$ cat src/rtl/spi_bridge_pkg.sv
// rtl/spi_bridge_pkg.sv - shared command layout, state encoding and defaults for the SPI register bridge
package spi_bridge_pkg;

  localparam int          CMD_WR_BIT        = 7;
  localparam int          CMD_AI_BIT        = 6;
  localparam int          CMD_RSVD_MSB      = 5;
  localparam logic [7:0]  STATUS_ID_DEFAULT = 8'hA5;

  typedef enum logic [1:0] {
    ST_IDLE    = 2'd0,
    ST_WRITE   = 2'd1,
    ST_READ    = 2'd2,
    ST_DISCARD = 2'd3
  } bridge_state_t;

  // True when any bit between the address field and the auto-increment bit
  // is set. With a 6-bit address field there are no reserved bits left.
  function automatic logic cmd_reserved_set(input logic [7:0] cmd, input int addr_w);
    logic r;
    r = 1'b0;
    for (int i = 0; i <= CMD_RSVD_MSB; i++) begin
      if (i >= addr_w && cmd[i]) r = 1'b1;
    end
    return r;
  endfunction

endpackage

$ cat src/rtl/spi_reg_bank.sv
// rtl/spi_reg_bank.sv - 2**ADDR_W x 8 register bank with SPI and host write ports
// Ports:
//   clk, rst                     clock, synchronous active-high reset
//   spi_we/spi_addr/spi_wdata    SPI-side write port (loses to a host write to the same address)
//   host_we/host_addr/host_wdata host-side write port
//   host_rdata                   registered read of reg[host_addr], 1-cycle latency
//   rd_en/rd_clr/rd_addr/rd_data registered SPI read port; rd_clr loads STATUS_ID instead of a register
module spi_reg_bank
  import spi_bridge_pkg::*;
#(
  parameter int         ADDR_W    = 4,
  parameter logic [7:0] STATUS_ID = STATUS_ID_DEFAULT
) (
  input  logic              clk,
  input  logic              rst,
  input  logic              spi_we,
  input  logic [ADDR_W-1:0] spi_addr,
  input  logic [7:0]        spi_wdata,
  input  logic              host_we,
  input  logic [ADDR_W-1:0] host_addr,
  input  logic [7:0]        host_wdata,
  output logic [7:0]        host_rdata,
  input  logic              rd_en,
  input  logic              rd_clr,
  input  logic [ADDR_W-1:0] rd_addr,
  output logic [7:0]        rd_data
);

  localparam int DEPTH = 2 ** ADDR_W;

  logic [7:0] regs [DEPTH];

  always_ff @(posedge clk) begin
    if (rst) begin
      for (int i = 0; i < DEPTH; i++) regs[i] <= 8'h00;
    end else begin
      if (spi_we && !(host_we && host_addr == spi_addr)) regs[spi_addr] <= spi_wdata;
      if (host_we) regs[host_addr] <= host_wdata;
    end
  end

  // Read ports sample the array before this cycle's writes land, so a
  // same-cycle write is seen one cycle later.
  always_ff @(posedge clk) begin
    if (rst) begin
      host_rdata <= 8'h00;
      rd_data    <= STATUS_ID;
    end else begin
      host_rdata <= regs[host_addr];
      if (rd_clr)     rd_data <= STATUS_ID;
      else if (rd_en) rd_data <= regs[rd_addr];
    end
  end

endmodule

$ cat src/rtl/spi_reg_bridge.sv
// rtl/spi_reg_bridge.sv - SPI command decoder sharing a register bank with the host bus
// Ports:
//   clk, rst                               clock, synchronous active-high reset
//   ssel_n                                 raw SPI chip select (async, active low)
//   byte_received, byte_data_received      received-byte strobe and data from the SPI slave
//   byte_send                              registered next byte for the slave to shift out
//   host_addr/host_we/host_wdata           host-side register write port
//   host_rdata                             registered host read data, 1-cycle latency
//   spi_wr, spi_wr_addr                    commit pulse and address of the last SPI write
//   collision                              sticky: SPI write lost to a same-address host write
module spi_reg_bridge
  import spi_bridge_pkg::*;
#(
  parameter int         ADDR_W    = 4,
  parameter logic [7:0] STATUS_ID = STATUS_ID_DEFAULT
) (
  input  logic              clk,
  input  logic              rst,
  input  logic              ssel_n,
  input  logic              byte_received,
  input  logic [7:0]        byte_data_received,
  output logic [7:0]        byte_send,
  input  logic [ADDR_W-1:0] host_addr,
  input  logic              host_we,
  input  logic [7:0]        host_wdata,
  output logic [7:0]        host_rdata,
  output logic              spi_wr,
  output logic [ADDR_W-1:0] spi_wr_addr,
  output logic              collision
);

  bridge_state_t     state;
  logic [ADDR_W-1:0] ptr;
  logic              autoinc;

  // Synchroniser is left unreset so it keeps tracking chip select through a
  // reset; that is what lets a reset released mid-frame be detected.
  logic [1:0] ssel_sync;
  logic       rst_q;

  always_ff @(posedge clk) begin
    ssel_sync <= {ssel_sync[0], ssel_n};
    rst_q     <= rst;
  end

  logic frame_active;
  logic strobe;
  logic cmd_rsvd;
  logic cmd_wr;
  logic [ADDR_W-1:0] cmd_addr;
  logic [ADDR_W-1:0] ptr_next;

  assign frame_active = ~ssel_sync[1];
  // The cycle right after reset is spent entering DISCARD, so no byte counts.
  assign strobe       = byte_received & frame_active & ~rst_q;
  assign cmd_rsvd     = cmd_reserved_set(byte_data_received, ADDR_W);
  assign cmd_wr       = byte_data_received[CMD_WR_BIT];
  assign cmd_addr     = byte_data_received[ADDR_W-1:0];
  assign ptr_next     = ptr + ADDR_W'(autoinc);

  logic              spi_we;
  logic              spi_drop;
  logic              rd_en;
  logic              rd_clr;
  logic [ADDR_W-1:0] rd_addr;

  always_comb begin
    spi_we  = 1'b0;
    rd_en   = 1'b0;
    rd_clr  = 1'b0;
    rd_addr = ptr_next;
    if (!frame_active) begin
      rd_clr = 1'b1;
    end else if (strobe) begin
      case (state)
        ST_IDLE: begin
          if (cmd_rsvd || cmd_wr) begin
            rd_clr = 1'b1;
          end else begin
            rd_en   = 1'b1;
            rd_addr = cmd_addr;
          end
        end
        ST_WRITE: begin
          spi_we = 1'b1;
          rd_clr = 1'b1;
        end
        ST_READ: begin
          rd_en   = 1'b1;
          rd_addr = ptr_next;
        end
        default: rd_clr = 1'b1;
      endcase
    end
  end

  assign spi_drop = spi_we & host_we & (host_addr == ptr);

  always_ff @(posedge clk) begin
    if (rst) begin
      state       <= ST_IDLE;
      ptr         <= '0;
      autoinc     <= 1'b0;
      spi_wr      <= 1'b0;
      spi_wr_addr <= '0;
      collision   <= 1'b0;
    end else begin
      spi_wr <= spi_we & ~spi_drop;
      if (spi_we && !spi_drop) spi_wr_addr <= ptr;

      // A new collision outranks a same-cycle clear from a host write to 0.
      if (spi_drop)                      collision <= 1'b1;
      else if (host_we && host_addr == '0) collision <= 1'b0;

      if (!frame_active) begin
        state <= ST_IDLE;
      end else if (rst_q) begin
        state <= ST_DISCARD;
      end else if (strobe) begin
        case (state)
          ST_IDLE: begin
            if (cmd_rsvd) begin
              state <= ST_DISCARD;
            end else begin
              state   <= cmd_wr ? ST_WRITE : ST_READ;
              ptr     <= cmd_addr;
              autoinc <= byte_data_received[CMD_AI_BIT];
            end
          end
          ST_WRITE: ptr <= ptr_next;
          ST_READ:  ptr <= ptr_next;
          default:  state <= ST_DISCARD;
        endcase
      end
    end
  end

  spi_reg_bank #(
    .ADDR_W    (ADDR_W),
    .STATUS_ID (STATUS_ID)
  ) u_bank (
    .clk        (clk),
    .rst        (rst),
    .spi_we     (spi_we),
    .spi_addr   (ptr),
    .spi_wdata  (byte_data_received),
    .host_we    (host_we),
    .host_addr  (host_addr),
    .host_wdata (host_wdata),
    .host_rdata (host_rdata),
    .rd_en      (rd_en),
    .rd_clr     (rd_clr),
    .rd_addr    (rd_addr),
    .rd_data    (byte_send)
  );

endmodule

$ cat config.mk
export PLATFORM = sky130hd
export DESIGN_NAME = spi_reg_bridge
export DESIGN_NICKNAME = d
export VERILOG_FILES = /design/src/rtl/spi_bridge_pkg.sv /design/src/rtl/spi_reg_bank.sv /design/src/rtl/spi_reg_bridge.sv
export SDC_FILE = /design/constraint.sdc
export NUM_CORES = 1
export LEC_CHECK = 0
export ABC_AREA = 1
export CELL_PAD_IN_SITES_DETAIL_PLACEMENT = 1
export CELL_PAD_IN_SITES_GLOBAL_PLACEMENT = 1
export CORE_UTILIZATION = 35
export DETAILED_ROUTE_END_ITERATION = 8
export PLACE_DENSITY = 0.74
export SYNTH_ARGS = -nofsm -noshare
export SYNTH_HDL_FRONTEND = slang
export SYNTH_SLANG_ARGS = --single-unit
$ cat constraint.sdc
create_clock -name clk -period 2.2 [get_ports clk]
set_input_delay 0.55 -clock clk [delete_from_list [all_inputs] [get_ports clk]]
set_output_delay 0.55 -clock clk [all_outputs]
set_load 0.03 [all_outputs]
# == Word level (Yosys, flattened, before mapping) ==
# Memories as Yosys holds them, arrays and structs flattened. A register that Yosys moved wholly into a read port is not among the register bits.
# Cells that the tools add are included.
# word_totals
regBits,16
mem_bits_rw,128
in_bits,25
out_inout_bits,22
word_cells,84
n_memories,1
# memory_table
memory,depth,width,read_ports,rd_ports_with_merged_regs,write_ports,line,source
u_bank.regs,16,8,2,2,16,spi_reg_bank.sv:31,logic [7:0] regs [DEPTH];
# op_classes
n_addsub,1
n_eq_ne,5
muxes,40
bitwise,9
reduce_logical,20
# op_table
op,n
two-way mux 4 bit,7
two-way mux 1 bit,23
two-way mux 8 bit,2
OR reduction 8 bit,2
AND reduction 5 bit,2
two-way mux 2 bit,4
case mux 4 bit (2 select lines),1
nonzero test 2 bit,3
OR reduction 2 bit,3
AND 1 bit,5
adder 4 x 1 -> 4 bit,1
== test 4 bit,1
logical AND 1 bit,4
logical NOT 4 bit,1
NOT 1 bit,4
case mux 1 bit (2 select lines),2
case mux 2 bit (2 select lines),1
== test 2 x 1 -> 1 bit (second input constant),1
== test 2 bit (second input constant),1
logical NOT 1 bit,2
logical NOT 2 bit,1
inequality test 2 x 1 -> 1 bit (second input constant),1
inequality test 2 bit (second input constant),1
AND reduction 2 bit,1
logical OR 1 bit,1

# == Logic depth before layout (Yosys ltp) ==
# depth
word_depth,11
ltp_mapped,16
mapped_depth_nobuf,15

# == Modules after synthesis ==
# Synthesis repeated with hierarchy kept, for this count alone.
# hier_totals
hier_cells,1462
area_unflattened_um2,10303.6
# modules_own_cells
module,n_inst,cells_each,area_per_inst_um2,seq_area_each_um2
spi_reg_bank,1,1327,9323.9,4164.0
spi_reg_bridge,1,135,979.7,320.3

# == Worst setup path after synthesis ==
# OpenSTA, ideal clock, no wires.
# synth_path
path_kind,input-to-reg
startpoint,in host_addr[2]
endpoint,"mem u_bank.regs[9][0], enable pin"
setup_ns,0.338
t_arrival_ns,1.832
t_required_ns,1.862
setup_slack_ns,0.030
path_stages,5
n_path_buf,1
path_cell_list,clkbuf_1 nor2_1 inv_1 nor2_1 nand3b_1
# synth_rtl
element,line,source
start: declaration,spi_reg_bridge.sv:23,"input logic [ADDR_W-1:0] host_addr,"
end: declaration,spi_reg_bank.sv:31,

# == Worst setup path after layout ==
# layout_path
startpoint,reg state[1]
endpoint,reg u_bank.rd_data[4] (read register of u_bank.regs)
# layout_via
elab_chain_len,5
elab_cells_between_ends,12
cone_classes,eq/ne (1); mux (9); reduce/logical (2)
# layout_rtl
element,line,source
start: declaration,spi_reg_bridge.sv:32,bridge_state_t state;
start signal: assignment,spi_reg_bridge.sv:125,state <= cmd_wr ? ST_WRITE : ST_READ;
== test 2 bit or logical NOT 2 bit (tied branches),spi_reg_bridge.sv:75,case (state)
case mux 1 bit (2 select lines),spi_reg_bridge.sv:75,
two-way mux 1 bit,spi_reg_bridge.sv:74,end else if (strobe) begin
two-way mux 1 bit,spi_reg_bridge.sv:72,if (!frame_active) begin
OR reduction 2 bit (no source line),n/a,
end: declaration,spi_reg_bank.sv:26,output logic [7:0] rd_data
# Several ways; a longest one is shown, not always the timed one.
# A chain may end at the register's enable or synchronous reset.

==> metrics.md <==
| Metric | Value |
|---|---|
| Status | `finished clean` |
| Setup TNS | `0 ns` |
| Layout Cells excl Fill | `1661` |
| Launch point of the worst reg-to-reg path | `state[1]` |
| Crit Path Class | `register to register` |
| Mapped Nets | `1146` |
| Total Routing Usage GR | `31.35%` |
| Root buffer cell | `clkbuf_16` |
| XOR/XNOR Fraction of Synth Area | `0.2856%` |
| Setup WS post-layout | `0.03446 ns` |
| Hold Crit Class | `register to register` |
| Largest buffer count on any clock path | `2` |
| Routed wire per std cell | `25.36 um` |
| DP Wirelength | `29780 um` |
| First-pass GRT wire length | `60730 um` |
| Setup violators final | `0` |
| Via count | `9893` |
| Overall Power | `7.877 mW` |
| DIE HEIGHT | `164.1 um` |
| Die ar. | `26940 sq um` |
| WHS | `0.3200 ns` |
| Synth Area in Adders | `0.6800%` |
| Diodes inserted | `0` |
| Worst Path Buf+Inv | `5` |
| VDD IR max | `0.0004267 V` |
| Final Max Slew Viols | `0` |
| CP top delay family | `simple AND/OR/NAND/NOR gates` |
| CP endpoint kind | `register` |
| Worst stage delay on the critical path | `0.34 ns` |
| Syn Inst Count | `1116` |
| Synthesized area per cell | `8.244 sq um` |
| H-tree depth | `4` |
| Post-synthesis simple-gate area fraction | `23.87%` |
| Post-synthesis compound-gate area fraction | `16.76%` |
| Place WS | `-0.5107 ns` |
| Grt total ovfl | `0` |
| Total CTS buffers | `17` |
| Clock transition at path regs | `0.08 ns` |
| Io pins | `47` |
| Worst path arrival time | `2.57 ns` |
| Power density over the cells | `627.6 nW/um^2` |
| Period utilization | `98.43%` |
| Sequence of cells on the critical path | `inv_2 > ha_4 > nand2_4 > nor2_4 > nand3_4 > buf_6 > o21ai_4 > buf_6 > clkbuf_16 > nand3_1 > nand3_2 > nand3_2 > nand3_1 > nand2_1 > inv_1` |
| Starting Density | `36.12%` |
| Main combinational cell family by area after synthesis | `simple AND/OR/NAND/NOR gates` |
| Mux share of post-synthesis cell area | `0%` |
| Router iterations before antenna repair | `5` |
| Seq cells post-synth | `160` |
| Hold_buf cts | `0` |
| Die Wd | `164.1 um` |
| Initial drt markers | `1296` |
| Most common cell after layout, fill and taps aside | `nand2_1` |
| Distinct cell type count after synthesis | `38` |
| DRC | `0` |
| Crit path launch | `state[1]` |
| Post-route ant nets | `0` |
| Via count of the first global-routing pass | `9903` |
| Max-cap violations | `0` |
| Syn. warnings | `0` |
| Number of core rows | `58` |
| Via density | `5.956` |
| Slew HR | `67.61%` |
| Initial antenna violation count | `1` |
| Core Region | `25470 sq um` |
| Largest net degree at the start of global routing | `33` |
| Worst setup SP type | `register` |
| Worst-Margin Slew | `0.4840 ns` |
| Crit path max fanout | `8` |
| Final worst path period need | `2.166 ns` |
| Final wirelength | `42120 um` |
| TritonCTS Sinks | `160` |
| Final hold violations | `0` |
| Final Net Count | `1348` |
| Synthesized cell area | `9200 sq um` |
| Post-synthesis sequential area ratio | `48.74%` |
| Fmax | `461.8 MHz` |
| IO Port Bufs | `46` |
| Skew-Pair Late Insertion Delay | `0.46 ns` |
| Cells after DPL | `1610` |
| Worst EP required | `2.60 ns` |
| Placer Congestion | `0.9517` |
| CTS tree | `yes` |
| Worst Hold Launch | `ssel_sync[0]` |
| RSZ-0062 raised after global routing | `yes` |
| Critical-path top delay cell | `dfxtp_2` |
| Area Overhead vs Synth | `36.43%` |
| Pleak | `5.217 nW` |
| Share of cells above drive strength 1 | `21.41%` |
| Most frequent cells in the layout | `nand2_1, buf_4, inv_1, edfxtp_1, nand3_1` |
| Clk_skew | `0.01615 ns` |
-- stage by stage --
step | utilization (%) | area, sq um
floorplan | - | 9200
global placement | 44.97 | 11450
detailed placement | 44.97 | 11450
CTS | 47.74 | 12160
global route | 49.28 | 12550
finish | 49.28 | 12550
-- cell usage after synthesis (all sizes together) --
cell,count,area [sq um]
nand2,281,1070
inv,155,581.8
nand3,143,758.2
edfxtp,128,3844
o22ai,79,494.2
o21ai,66,349.1
nor2,45,196.4
a22oi,32,240.2
dfxtp,32,640.6
o221ai,32,280.3
buf,27,165.2
clkbuf,26,97.59
nand3b,17,127.6
a21oi,16,80.08
clkinv,12,45.04
a41oi,8,70.07
ha,5,62.56
nor3,3,25.02
a31oi,2,12.51
nand4,2,18.77
xnor2,2,17.52
a211oi,1,7.510
o31ai,1,7.510
xor2,1,8.760
-- what timing repair did --
action,CTS,global route
pin swaps,2,24
cloned,2,5
gates resized for setup,9,55
buffers inserted,2,10
setup endpoints to repair,52,129
-- power by group --
| group | switching, mW | internal (mW) | leakage (nW) | total (mW) |
|---|---|---|---|---|
| Sequential | 0.0990 | 3.41 | 1.53 | 3.50 |
| Clock | 1.38 | 1.69 | 0.290 | 3.07 |
| Combinational | 0.797 | 0.504 | 3.40 | 1.30 |
| Total | 2.28 | 5.60 | 5.22 | 7.88 |
-- cells by family (layout without fill, tap and decap cells) --
group,after synthesis,count (layout)
AND/OR/NAND/NOR,491,491
flip-flops,160,160
adder cells (fa/ha/maj),5,5
XOR/XNOR,3,3
buffers and inverters,220,435
AO/OA/AOI/OAI,237,237
-- flip-flops by register name, summed over array words and instances, names as in the netlist, 2 cells and up --
name and cells:
ssel_sync 2, u_bank.rd_data 8, u_bank.regs 128, u_bank.host_rdata 8, spi_wr_addr 4, state 2
ptr 4
-- layout make-up --
class / instances / area [sq um]
fill: 2995 / 12920
multi-input combinational: 736 / 4030
clock inverter: 14 / 157.7
sequential: 160 / 4487
timing repair buffer: 236 / 2406
inverter: 167 / 629.4
tap: 330 / 412.9
clock buffer: 18 / 429.2
-- final timing paths --
path	end	slack (ns)	cells after the start
worst max-delay path	u_bank.rd_data[4]	0.03	15
worst min register to register	ssel_sync[1]	0.32	0
worst max register to register	u_bank.rd_data[4]	0.03	15
worst min-delay path	ssel_sync[1]	0.32	0
-- layer usage --
layer	up-vias	GRT usage (%)	part of all wire (%)
li1	4312	-	-
met1	4842	40.90	39
met2	591	49.77	46
met3	146	6.136	9.9
met4	2	14.77	5.1
met5	-	0	0.024
Note: power is estimated with default switching activity, not from simulation.
